$ cat src/rtl/fp_align_stage_pkg.sv
// fp_align_stage_pkg: shared float field widths, fp_t, align FSM states and eff_exp helper
package fp_align_stage_pkg;
  localparam int EXP_W = 8;
  localparam int FRAC_W = 23;
  localparam int MANT_W = 24;
  localparam int GRS_W = 3;
  localparam int SMANT_W = MANT_W + GRS_W;
  typedef struct packed {
    logic              sign;
    logic [EXP_W-1:0]  exp;
    logic [FRAC_W-1:0] frac;
  } fp_t;
  typedef enum logic [1:0] {IDLE, SHIFT, DONE} align_state_t;
  function automatic logic [EXP_W-1:0] eff_exp(fp_t x);
    return (x.exp == '0) ? EXP_W'(1) : x.exp;
  endfunction
endpackage

$ cat src/rtl/fp_sticky_shifter.sv
// fp_sticky_shifter: combinational right shift of din by amt, ORing every shifted-out bit into dout[0]
module fp_sticky_shifter
  import fp_align_stage_pkg::*;
(
  input  logic [SMANT_W-1:0] din,
  input  logic [4:0]         amt,
  output logic [SMANT_W-1:0] dout
);
  logic [SMANT_W-1:0] lost_mask;
  assign lost_mask = (SMANT_W'(1) << amt) - SMANT_W'(1);
  assign dout = (din >> amt) | {{(SMANT_W-1){1'b0}}, |(din & lost_mask)};
endmodule

$ cat src/rtl/fp_align_stage.sv
// fp_align_stage: aligns small significand to big exponent (G/R/S) iteratively; ports clk/rst_n, in_valid/in_ready/big_number/small_number, out_valid/out_ready/out_sign_*/out_exp/out_*_mant, out_special with FP_ALIGN_SPECIAL_EN
module fp_align_stage
  import fp_align_stage_pkg::*;
#(
  parameter int SHIFT_PER_CYCLE = 4
) (
  input  logic               clk,
  input  logic               rst_n,
  input  logic               in_valid,
  output logic               in_ready,
  input  fp_t                big_number,
  input  fp_t                small_number,
  output logic               out_valid,
  input  logic               out_ready,
  output logic               out_sign_big,
  output logic               out_sign_small,
  output logic [EXP_W-1:0]   out_exp,
  output logic [MANT_W-1:0]  out_big_mant,
  output logic [SMANT_W-1:0] out_small_mant
`ifdef FP_ALIGN_SPECIAL_EN
  ,
  output logic               out_special
`endif
);
  align_state_t state, state_nx;
  logic [EXP_W-1:0] eb, es, diff, remaining;
  logic hb, hs, special_in, load_done;
  logic [4:0] step;
  logic [SMANT_W-1:0] shifted;
  assign eb = eff_exp(big_number);
  assign es = eff_exp(small_number);
  assign diff = eb - es;
  assign hb = |big_number.exp;
  assign hs = |small_number.exp;
`ifdef FP_ALIGN_SPECIAL_EN
  assign special_in = (&big_number.exp) | (&small_number.exp);
`else
  assign special_in = 1'b0;
`endif
  assign load_done = special_in || diff == '0 || diff >= EXP_W'(SMANT_W);
  assign step = (remaining < EXP_W'(SHIFT_PER_CYCLE)) ? remaining[4:0] : 5'(SHIFT_PER_CYCLE);
  assign in_ready = state == IDLE;
  assign out_valid = state == DONE;
  fp_sticky_shifter u_shift (
    .din  (out_small_mant),
    .amt  (step),
    .dout (shifted)
  );
  always_comb begin
    state_nx = state;
    state_nx = (state == IDLE) ? (in_valid ? (load_done ? DONE : SHIFT) : IDLE)
             : (state == SHIFT) ? ((remaining == {3'b0, step}) ? DONE : SHIFT)
             : (out_ready ? IDLE : DONE);
  end
  always_ff @(posedge clk or negedge rst_n) begin
    if (!rst_n) state <= IDLE;
    else state <= state_nx;
  end
  always_ff @(posedge clk or negedge rst_n) begin
    if (!rst_n) begin
      out_sign_big   <= 1'b0;
      out_sign_small <= 1'b0;
      out_exp        <= '0;
      out_big_mant   <= '0;
      out_small_mant <= '0;
      remaining      <= '0;
    end else if (state == IDLE && in_valid) begin
      out_sign_big   <= big_number.sign;
      out_sign_small <= small_number.sign;
      out_exp        <= eb;
      out_big_mant   <= {hb, big_number.frac};
      remaining      <= diff;
      out_small_mant <= (!special_in && diff >= EXP_W'(SMANT_W))
                        ? {{(SMANT_W-1){1'b0}}, hs | (|small_number.frac)}
                        : {hs, small_number.frac, {GRS_W{1'b0}}};
    end else if (state == SHIFT) begin
      out_small_mant <= shifted;
      remaining      <= remaining - {3'b0, step};
    end
  end
`ifdef FP_ALIGN_SPECIAL_EN
  always_ff @(posedge clk or negedge rst_n) begin
    if (!rst_n) out_special <= 1'b0;
    else if (state == IDLE && in_valid) out_special <= special_in;
  end
`endif
endmodule

$ cat config.mk
export PLATFORM = sky130hd
export DESIGN_NAME = fp_align_stage
export DESIGN_NICKNAME = d
export VERILOG_FILES = /design/src/rtl/fp_align_stage_pkg.sv /design/src/rtl/fp_sticky_shifter.sv /design/src/rtl/fp_align_stage.sv
export SDC_FILE = /design/constraint.sdc
export NUM_CORES = 1
export LEC_CHECK = 0
export BUFFER_PORTS_ARGS = -buffer_cell sky130_fd_sc_hd__buf_2
export CORE_AREA = 2 2 111 113
export CTS_BUF_LIST = sky130_fd_sc_hd__clkbuf_4 sky130_fd_sc_hd__clkbuf_8
export DETAILED_ROUTE_END_ITERATION = 7
export DIE_AREA = 0 0 113 115
export HOLD_SLACK_MARGIN = 0.1
export SYNTH_ARGS = -nofsm -noshare
export SYNTH_HDL_FRONTEND = slang
export SYNTH_SLANG_ARGS = --single-unit
$ cat constraint.sdc
create_clock -name clk -period 6.55 [get_ports clk]
set_clock_uncertainty 0.2 [all_clocks]
set_input_delay 0.9825 -clock clk [delete_from_list [all_inputs] [get_ports clk]]
set_output_delay 0.9825 -clock clk [all_outputs]
set_load 0.01 [all_outputs]
* Word-level counts from Yosys, hierarchy flattened
Cells that the tools add are included.
Widths: inputs -> output; s select.
** Cells by class
- Reductions and logical operators :: 11
- Bitwise gates (word level) :: 3
- $lt $le $gt $ge :: 2
- Muxes and demuxes :: 14
- Shift operators :: 2
- Equal/unequal tests :: 3
- Add/sub/neg operators :: 3
** Operator list (number)
- $mux 27 :: 3
- $mux 8 :: 4
- $and 27x27->27 :: 1
- $or 27x1->27 :: 1
- $reduce_or 27->1 :: 1
- $shl 1x5->27 const A :: 1
- $shr 27x5->27 :: 1
- $sub 27x2->27 const B :: 1
- $logic_not 8->1 :: 3
- $reduce_or 23->1 :: 1
- $reduce_or 8->1 :: 2
- $mux 2 :: 6
- $eq 8x5->1 :: 1
- $ge 8x5->1 const B :: 1
- $lt 8x3->1 const B :: 1
- $sub 8x5->8 :: 1
- $sub 8x8->8 :: 1
- $mux 5 :: 1
- $eq 2x1->1 const B :: 1
- $eq 2x2->1 const B :: 1
- $logic_not 2->1 :: 1
- $reduce_bool 2->1 :: 1
- $logic_and 1x1->1 :: 1
- $logic_or 1x1->1 :: 1
- $or 1x1->1 :: 1
** Word-level totals
- Word-level logic and storage cells :: 45
- Output and inout port bits :: 63
- Input port bits :: 68
- Flip-flop bits (word level) :: 71

* Logic depth before layout (Yosys ltp)
Gate-level depths: netlist of run 1.
- Word-level depth :: 9
- Gate-level depth with buffers :: 13
- Gate-level depth less buffers :: 12

* Hierarchy
From an unflattened synthesis of run 1, not the netlist that was laid out.
** Unflattened totals
- Cells, all modules :: 680
- Area, all modules :: 5939.4 µm²
** Modules (own cells, without submodules)
- fp_align_stage :: area each 3883.7 µm², seq. area each 1776.7 µm², cells each 393, instances 1
- fp_sticky_shifter :: area each 2055.7 µm², seq. area each 0.0 µm², cells each 287, instances 1

* Worst setup path after synthesis of run 1
OpenSTA, ideal clock, no wires.
- Path type :: input port to flip-flop
- From :: in small_number[24] (netlist name)
- To :: reg out_small_mant[12]
- Required time :: 6.223 ns
- Cell stages on the path :: 12
- Slack :: 2.863 ns
- Arrival :: 3.360 ns
- Buffers on the path :: 0
- Library setup time :: 0.127 ns
- Cells stage by stage :: nor4_1 > nand2_1 > nand2b_1 > ha_1 > inv_1 > fa_1 > a211oi_1 > nor2_1 > a2111o_1 > nand4_1 > nor3_4 > a221o_2
** Between the ends
- Longest elaborated chain between the ends :: 6
** Ends and longest elaborated chain
- start: declaration :: line fp_align_stage.sv:12 : input fp_t small_number,
- $logic_not 8->1 :: line fp_align_stage_pkg.sv:15 : return (x.exp == '0) ? EXP_W'(1) : x.exp;
- $mux 8 * :: line fp_align_stage_pkg.sv:15
- $sub 8x8->8 * :: line fp_align_stage.sv:32 : assign diff = eb - es;
- $ge 8x5->1 * :: line fp_align_stage.sv:73 : out_small_mant <= (!special_in && diff >= EXP_W'(SMANT_W))
- $mux 27 * :: line fp_align_stage.sv:74 : ? {{(SMANT_W-1){1'b0}}, hs | (|small_number.frac)}
- $mux 27 * :: line fp_align_stage.sv:67 : end else if (state == IDLE && in_valid) begin
- end signal: assignment :: line fp_align_stage.sv:73
- end signal: assignment :: line fp_align_stage.sv:77 : out_small_mant <= shifted;
- end: declaration :: line fp_align_stage.sv:19 : output logic [SMANT_W-1:0] out_small_mant
Every way passes the cells marked *; elsewhere a longest branch is shown, timed or not.
A chain may end at the register's enable or synchronous reset.

* Worst setup path in the final report of run 1
- From :: reg remaining[4]
- To :: reg out_small_mant[0]
** Between the ends
- Longest elaborated chain between the ends :: 9
- Elaborated cells on any way between the ends :: 10
- Classes of those cells :: 1 x add/sub; 1 x order compare; 2 x shift; 3 x mux; 2 x bitwise; 1 x reduce/logical
** Ends and longest elaborated chain
- start: declaration :: line fp_align_stage.sv:26 : logic [EXP_W-1:0] eb, es, diff, remaining;
- start signal: assignment :: line fp_align_stage.sv:72 : remaining <= diff;
- start signal: assignment :: line fp_align_stage.sv:78 : remaining <= remaining - {3'b0, step};
- $lt 8x3->1 :: line fp_align_stage.sv:41 : assign step = (remaining < EXP_W'(SHIFT_PER_CYCLE)) ? remaining[4:0] : 5'(SHIFT_PER_CYCLE);
- $mux 5 * :: line fp_align_stage.sv:41
- $shl 1x5->27 :: line fp_sticky_shifter.sv:10 : assign lost_mask = (SMANT_W'(1) << amt) - SMANT_W'(1);
- $sub 27x2->27 :: line fp_sticky_shifter.sv:10
- $and 27x27->27 :: line fp_sticky_shifter.sv:11 : assign dout = (din >> amt) | {{(SMANT_W-1){1'b0}}, |(din & lost_mask)};
- $reduce_or 27->1 :: line fp_sticky_shifter.sv:11
- $or 27x1->27 * :: line fp_sticky_shifter.sv:11
- $mux 27 * :: line fp_align_stage.sv:76 : end else if (state == SHIFT) begin
- $mux 27 * :: line fp_align_stage.sv:67
Every way passes the cells marked *; elsewhere a longest branch is shown, timed or not. The select of a mux whose other input is x is not followed.

==> results by group, run 1 <==
Outcome
  • Status: finished, violations left
  • Violated checks: DRC

Floorplanning
  • Die ar.: approximately 13000 sq um
  • Initial Utilization: 38.8%
  • Die Ht: 115 microns
  • Die X: 113 microns
  • # rows: 40
  • IO Count: around 130
  • Core Area: approximately 12000 sq um

Setup path
  • Reg2reg path depth: 8
  • Worst path cell trace: nor4_1 -> nand2_1 -> or3_1 -> ha_1 -> a221oi_1 -> nor3_1 -> a2111oi_0 -> nor4_2
  • CP max FO: 31
  • Buffers plus inverters on the worst setup path: 0
  • R2R Setup Slk: approximately 2.4 ns
  • CP Launch Type: flop
  • CP max stage delay: between 0.7 and 0.8 ns
  • Critical path endpoint category: flop
  • FF-to-FF End: out_small_mant[0]
  • Critical Path Sink: out_small_mant[0]
  • Worst path depth: 8
  • WP data arrival: slightly above 4 ns
  • Crit Path Class: flop to flop
  • Critical R2R Launch: remaining[4]
  • Required @ worst endpoint: between 6 and 7 ns
  • Worst setup startpoint: remaining[4]
  • CP top delay family: simple AND/OR/NAND/NOR gates
  • Slowest stage cell, crit path: nand2_1

Synthesis
  • Syn Area/Cell: ~8.3 sq um
  • Syn Nets: ~630
  • YS warnings: 0
  • EDFF count, synth: 0
  • Synth Instances: approximately 550
  • Post-Syn Area: around 4600 sq um
  • Asr flop ratio synth: 100%
  • Post-synthesis sequential area ratio: 38.7%
  • Post-synth cell types: 63
  • Synth Register Bits: 71
  • Synth Flop Type: dfrtp_1

Clock network
  • Clk_lat worst skew: roughly 0.36 ns
  • TritonCTS Sinks: 71
  • Post-CTS Setup Bufs: 0
  • Post-CTS sizing: 0
  • H-tree depth: 3
  • Deepest clock path buffer count: 2
  • Total CTS buffers: 9
  • Clock root cell: clkbuf_8
  • CTS tree: built
  • CTS clk-pin slew, worst paths: ~0.08 ns
  • Hold-fix buffers at CTS: 0

Layout
  • ANT cells: 0
  • Nets@finish: ~740
  • Synth-to-layout area growth: 20.2%
  • Area of the multi-input gates: 2570 sq um
  • Layout cells sized above 1: between 20% and 30%
  • Layout fillers: 1207
  • FF+latch area: about 1800 sq um
  • Finished Core Util: 46.7%

Worst hold path
  • Worst Hold Class: flop to flop
  • Min-delay src: out_big_mant[18]

Global routing
  • Total Routing Usage GR: a little over a fifth
  • Global-route wire length before repair: roughly 22000 microns
  • Largest net degree at the start of global routing: about 70
  • GRT overflow: 0
  • Vias in the first global route: roughly 4300
  • Initial antenna violation count: 0

STA
  • Fin crit period: ~4.1 ns
  • Final setup fails: 0
  • Post-route clock period utilization: 62.6%
  • Rel. slew slack: between 20 and 30%
  • Final WS setup: about 2.4 ns
  • FMAX: 244 MHz
  • RSZ-0062 raised after global routing: no
  • Slew @ Worst Pin: 1.11 ns
  • Setup tns final: 0 ns
  • Pins Over Slew Limit: 0
  • Final Hold Fails: 0

Placed design
  • Worst slack, placed: between 2 and 2.5 ns
  • GP Congestion: between 0.8 and 0.9
  • IO Port Bufs: 130
  • Dpl hpwl: ~9300 microns

Drt
  • WL per Instance: roughly 17 microns
  • Vias/cell: 5.56
  • Antenna-violating nets left: 0
  • 1st-pass router iterations: 7
  • Residual DRC count: 9
  • Drt initial violations: between 200 and 300
  • Vias post-DR: approximately 4500
  • Post-Route WL: about 14000 microns

Flow run
  • Max cap viols: 0

Power
  • Power Total: 2140 uW
  • Power per cell area: around 390 nW/um^2
  • Leakage power: between 0.002 and 0.003 uW
  • Maximum VDD drop: about 0.19 mV
## power by group
part	internal [uW]	switching (uW)	total (uW)
Clock	184	178	362
Combinational	406	582	988
Sequential	608	182	789
## per-stage QoR
step,cells,hold WS [ns],cell area (sq um)
finish,810,0.278,5510
global route,810,0.312,5510
CTS,810,0.281,5510
detailed placement,795,0.257,5320
global placement,795,0.253,5320
floorplan,551,0.283,4590
## metal layers
layer  vias to the layer above  part of all wire, %  GRT usage [%]  routed length [microns]
met5                         -                    0              0                        0
met4                         0                  1.7           8.86                      236
met3                        16                  8.1           5.69                     1110
met2                       181                   45           32.9                     6190
met1                      2142                   45           30.1                     6220
li1                       2167                    -              -                        -
## worst min path at each step
stage	slack [ns]	to	cells past startpoint
floorplan	0.28	remaining[7]	2
global placement	0.25	out_big_mant[17]	2
detailed placement	0.26	out_exp[3]	2
CTS	0.28	out_big_mant[11]	2
global route	0.31	out_big_mant[19]	2
finish	0.28	out_big_mant[18]	2
## sequential cells by signal, summed over array words and instances (netlist names)
signal / flops
out_exp: 8
out_sign_big: 1
remaining: 8
out_sign_small: 1
out_big_mant: 24
out_small_mant: 27
state: 2
## cells by family after synthesis
logic type | count (synthesis) | share of synthesized area, %
other | 1 | 0.0818
adders and majority gates | 10 | 2.89
AOI/OAI and AO/OA | 125 | 18.6
buffers and inverters | 61 | 5.21
xor gates and xnor gates | 6 | 1.15
DFF | 71 | 38.7
muxes | 27 | 8.46
and+or+nand+nor | 250 | 24.9
## placed cells by master (no fill, tap or decap), drive strengths merged, types with 3 or more instances in the layout
master / netlist / layout
ha: 9 / 9
inv: 20 / 20
a211oi: 4 / 4
xor2: 4 / 4
nand2b: 3 / 3
buf: 8 / 138
o21ai: 34 / 34
dfrtp: 71 / 71
nand3: 18 / 18
mux2i: 14 / 14
and2: 6 / 6
a211o: 3 / 3
nor2: 18 / 18
clkbuf: 33 / 10
mux4: 9 / 9
a31oi: 6 / 6
or3: 5 / 5
nand2: 150 / 150
a221o: 11 / 11
a21oi: 36 / 36
nor2b: 5 / 5
and3: 5 / 5
mux2: 4 / 4
o2bb2ai: 8 / 8
or4: 4 / 4
nand4: 4 / 4
nor3: 16 / 16
nor4: 11 / 11
## synthesized netlist by cell type, drive strengths merged, types with 6 or more instances
cell,instances,area (sq um)
dfrtp,71,1780
mux2i,14,140
buf,8,40.0
o2bb2ai,8,76.3
clkbuf,33,124
mux4,9,203
a221o,11,119
a31oi,6,37.5
nor3,16,91.3
and2,6,40.0
inv,20,75.1
o21ai,34,170
nand2,150,566
ha,9,113
nand3,18,90.1
nor2,18,67.6
nor4,11,75.1
a21oi,36,180
## final cells by class
| class | instances | area share [%] |
|---|---|---|
| well taps | 147 | 3.34 |
| clock inverters | 5 | 1.07 |
| repair buffers | 138 | 12.9 |
| multi-input cells | 419 | 46.6 |
| flip-flops and latches | 71 | 32.2 |
| clock buffers | 10 | 2.50 |
| inverters | 20 | 1.36 |
## worst min-delay path: stages (launching register included)
cell	delay (ns)
dfrtp_1	0.35
nand2_1	0.05
nand2_1	0.05
(Power assumes the default switching activity.)
==> inputs of run 2 (changes only) <==
--- a/config.mk
+++ b/config.mk
@@ -5,11 +5,12 @@
 export SDC_FILE = /design/constraint.sdc
 export NUM_CORES = 1
 export LEC_CHECK = 0
+export ABC_AREA = 1
 export BUFFER_PORTS_ARGS = -buffer_cell sky130_fd_sc_hd__buf_2
-export CORE_AREA = 2 2 111 113
+export CORE_AREA = 2 2 115 117
 export CTS_BUF_LIST = sky130_fd_sc_hd__clkbuf_4 sky130_fd_sc_hd__clkbuf_8
 export DETAILED_ROUTE_END_ITERATION = 7
-export DIE_AREA = 0 0 113 115
+export DIE_AREA = 0 0 117 119
 export HOLD_SLACK_MARGIN = 0.1
 export SYNTH_ARGS = -nofsm -noshare
 export SYNTH_HDL_FRONTEND = slang
==> constraint.sdc (replaced) <==
create_clock -name clk -period 4 [get_ports clk]
set_clock_uncertainty 0.2 [all_clocks]
set_input_delay 0.6 -clock clk [delete_from_list [all_inputs] [get_ports clk]]
set_output_delay 0.6 -clock clk [all_outputs]
set_load 0.01 [all_outputs]
==> results by group, run 2 <==
Drt
  • Drt initial violations: 305 (was 294)
  • Met2 WL: 6770 microns (was 6190 microns)
  • DRT met1 WL: 6590 microns (was 6220 microns)
  • Met3 wire length: 737 microns (was 1110 microns)
  • Vias/cell: 4.98 (was 5.56)
  • WL per Instance: 13.7 microns (was 17.0 microns)
  • Antenna-violating nets left: 0 (unchanged)
  • 1st-pass router iterations: 5 (was 7)
  • Vias post-DR: 5224 (was 4506)
  • Post-Route WL: 14300 microns (was 13800 microns)
  • Highest routing layer actually used: met4 (unchanged)
  • Residual DRC count: 0 (was 9)

Clock network
  • Clk_lat worst skew: 0.37 ns (was 0.36 ns)
  • Post-CTS Setup Bufs: 0 (unchanged)
  • H-tree depth: 3 (unchanged)
  • TritonCTS Sinks: 71 (unchanged)
  • Clock root cell: clkbuf_8 (unchanged)
  • Hold-fix buffers at CTS: 0 (unchanged)
  • CTS clk-pin slew, worst paths: 0.09 ns (was 0.08 ns)
  • Deepest clock path buffer count: 2 (unchanged)
  • Post-CTS sizing: 0 (unchanged)
  • Total CTS buffers: 9 (unchanged)
  • CTS tree: built (unchanged)

Floorplanning
  • Die X: 117 microns (was 113 microns)
  • Initial Utilization: 38.3% (was 38.8%)
  • Die Ht: 119 microns (was 115 microns)
  • # rows: 42 (was 40)
  • Core Area: 12900 sq um (was 11800 sq um)
  • Die ar.: 13900 sq um (was 13000 sq um)
  • IO Count: 131 (unchanged)

STA
  • Final Hold Fails: 0 (unchanged)
  • FMAX: ~320 MHz
  • Final setup fails: 0 (unchanged)
  • Fin crit period: around 3.2 ns
  • Slew @ Worst Pin: 0.936 ns (was 1.11 ns)
  • Rel. slew slack: 37.6% (was 25.5%)
  • Pins Over Slew Limit: 0 (unchanged)
  • Post-route clock period utilization: 79.0%
  • Setup tns final: 0 ns (unchanged)
  • RSZ-0062 raised after global routing: no (unchanged)

Synthesis
  • Post-Syn Area: 4940 sq um (was 4590 sq um)
  • Synth top area share: 36.0% (was 38.7%)
  • EDFF count, synth: 0 (unchanged)
  • Synth Instances: 759 (was 551)
  • Synth top cells by count: nand2_1 (290), nand3_1 (116), inv_1 (78), dfrtp_1 (71), nor2_1 (47) (was nand2_1 (149), dfrtp_1 (71), a21oi_1 (36), o21ai_0 (34), clkbuf_1 (33))
  • YS warnings: 0 (unchanged)
  • Post-synth cell types: 39 (was 63)
  • Synth Register Bits: 71 (unchanged)
  • Synth top area cells: dfrtp_1 (36%), nand2_1 (22%), nand3_1 (12%), inv_1 (5.9%), nor2_1 (3.6%) (was dfrtp_1 (39%), nand2_1 (12%), mux4_2 (4.4%), a21oi_1 (3.9%), o21ai_0 (3.7%))
  • Syn Nets: 837 (was 629)
  • Asr flop ratio synth: 100% (unchanged)
  • Syn Area/Cell: 6.50 sq um (was 8.32 sq um)
  • Post-synthesis sequential area ratio: 36.0% (was 38.7%)
  • Largest area contributor in the netlist: dfrtp_1 (unchanged)
  • Count leader, synth: nand2_1 (unchanged)
  • Synth Flop Type: dfrtp_1 (unchanged)

Layout
  • Most flops, register: out_small_mant (unchanged)
  • Synth-to-layout area growth: 20.0% (was 20.2%)
  • ANT cells: 0 (unchanged)
  • Commonest cells after routing, fill and taps aside: nand2_1 (289), buf_2 (129), nand3_1 (116) (was nand2_1 (149), buf_2 (130), dfrtp_1 (71))
  • Design Area, Final: 5930 sq um (was 5510 sq um)
  • Layout fillers: 1375 (was 1207)
  • Flip-flop count of the largest register after layout: 27 (unchanged)
  • Commonest non-fill, non-tap cell in the layout: nand2_1 (unchanged)
  • Largest registers: out_small_mant: 27 flops, out_big_mant: 24 flops (unchanged)
  • Nets@finish: 947 (was 737)
  • Layout cells sized above 1: 19.7% (was 28.1%)

Setup path
  • Crit Path Class: primary input to flop (was flop to flop)
  • CP max stage delay: 0.40 ns (was 0.76 ns)
  • CP max FO: 13 (was 31)
  • WP data arrival: 3.27 ns (was 4.12 ns)
  • Critical path endpoint category: flop (unchanged)
  • Slowest stage cell, crit path: fa_1 (was nand2_1)
  • Worst path cell trace: buf_2 -> nor4_1 -> nand3_1 -> nor3_1 -> nor2_1 -> ha_1 -> inv_1 -> fa_1 -> inv_1 -> o21ai_0 -> nand3_1 -> nor2_1 -> nor2_4 -> buf_12 -> nand3_1 -> nand2_1 -> nand2_1 -> nand2_1 (was nor4_1 -> nand2_1 -> or3_1 -> ha_1 -> a221oi_1 -> nor3_1 -> a2111oi_0 -> nor4_2)
  • Required @ worst endpoint: 4.11 ns (was 6.56 ns)
  • CP Launch Type: primary input (was flop)

Worst hold path
  • Worst Hold Class: primary input to asynchronous set/reset pin (was flop to flop)

Global routing
  • Initial antenna violation count: 0 (unchanged)
  • Largest net degree at the start of global routing: 92 (was 72)
  • Total Routing Usage GR: 22.3% (was 21.8%)
  • Vias in the first global route: 5111 (was 4270)
  • Global-route wire length before repair: 24800 microns (was 22500 microns)
  • GRT overflow: 0 (unchanged)

Power
  • Psw: 1920 uW (was 942 uW)
  • Power Internal: 2230 uW (was 1200 uW)
  • Leakage power: 0.00328 uW (was 0.00272 uW)
  • Power per cell area: 699 nW/um^2 (was 388 nW/um^2)
  • Power Total: 4140 uW (was 2140 uW)
  • Reg power frac: 33.2% (was 36.9%)
  • Comb power frac: 50.3% (was 46.2%)
  • Maximum VDD drop: 0.296 mV (was 0.185 mV)
  • Switching portion of total power: 46.3% (was 44.0%)
  • Clock share of power: 16.5% (was 16.9%)

Placed design
  • Dpl hpwl: 10000 microns (was 9330 microns)
  • Post-place instance area: 5700 sq um (was 5320 sq um)
  • IO Port Bufs: 130 (unchanged)
  • GP Congestion: 0.846 (was 0.808)

Outcome
  • Status: completed (was finished, violations left)

Flow run
  • Max cap viols: 0 (unchanged)
==> run 2: cell types whose count changed in the layout (fill, tap and decap cells not counted), moves of 9 or more <==
cell and delta:
nand2_1 +140, nand3_1 +98, inv_1 +58, nor2_1 +29
a21oi_1 -26, a21boi_1 +18, mux2i_1 -14, o21ai_0 -13
nor3_1 -10, mux4_2 -9, nand4_1 +9, nor4_1 -9
==> run 2: routing by layer <==
| metal | up-vias | track usage (%) |
|---|---|---|
| li1 | 2633 | - |
| met3 | 16 | 3.26 |
| met1 | 2417 | 30.6 |
| met4 | 0 | 9.34 |
| met2 | 158 | 35.0 |
| met5 | - | 0 |
==> run 2: area by class of cell <==
class                           instances  area, sq um  share of cell area [%]
Clock buffer                           11          145                    2.45
Clock inverter                          5         81.3                    1.37
Inverter                               80          300                    5.07
Multi-Input combinational cell        568         2670                    45.0
Sequential cell                        71         1780                    30.0
Tap cell                              176          220                    3.72
Timing Repair Buffer                  139          733                    12.4
==> run 2: cells by family after synthesis <==
| group | Yosys count | synth area share (%) |
|---|---|---|
| other | 1 | 0.0760 |
| AND/OR/NAND/NOR | 490 | 42.7 |
| AO/OA/AOI/OAI | 64 | 8.08 |
| adder cells (fa/ha/maj) | 10 | 2.69 |
| XOR/XNOR | 3 | 0.532 |
| flip-flops | 71 | 36.0 |
| buffers and inverters | 120 | 9.98 |
==> run 2: worst paths after layout <==
| check | startpoint | endpoint | slack [ns] | cells after the start |
|---|---|---|---|---|
| max | big_number[27] | out_small_mant[24] | 0.84 | 18 |
| min | rst_n | out_small_mant[18] | 0.14 | 1 |
| max reg2reg | remaining[4] | out_small_mant[0] | 1.29 | 12 |
| min reg2reg | out_big_mant[20] | out_big_mant[20] | 0.28 | 2 |
| max in group asynchronous | rst_n | out_big_mant[15] | 2.81 | 1 |
| min in group clk | big_number[31] | out_sign_big | 0.22 | 3 |
==> run 2: power by group through the flow <==
stage / Combinational [uW] / Sequential [uW] / Clock, uW
floorplan: 1290 / 1460 / 0
global placement: 2100 / 1390 / 0
detailed placement: 2110 / 1380 / 0
CTS: 2110 / 1380 / 704
global route: 2410 / 1430 / 726
finish: 2090 / 1380 / 682
==> run 2: worst max-delay path: cells and delay by family <==
kind	cells	cell delay [ns]
AND/OR/NAND/NOR	11	1.45
buffers and inverters	4	0.49
AO/OA/AOI/OAI	1	0.10
adder cells (fa/ha/maj)	2	0.60
==> run 2: per-stage QoR <==
stage | std cells | worst slack, ns | util (%) | hold slack [ns]
global placement | 1034 | 0.612 | 44.3 | 0.260
floorplan | 759 | 1.12 | - | 0.104
CTS | 1050 | 0.889 | 46.0 | 0.200
detailed placement | 1034 | 0.534 | 44.3 | 0.260
finish | 1050 | 0.839 | 46.0 | 0.145
global route | 1050 | 0.468 | 46.0 | 0.221
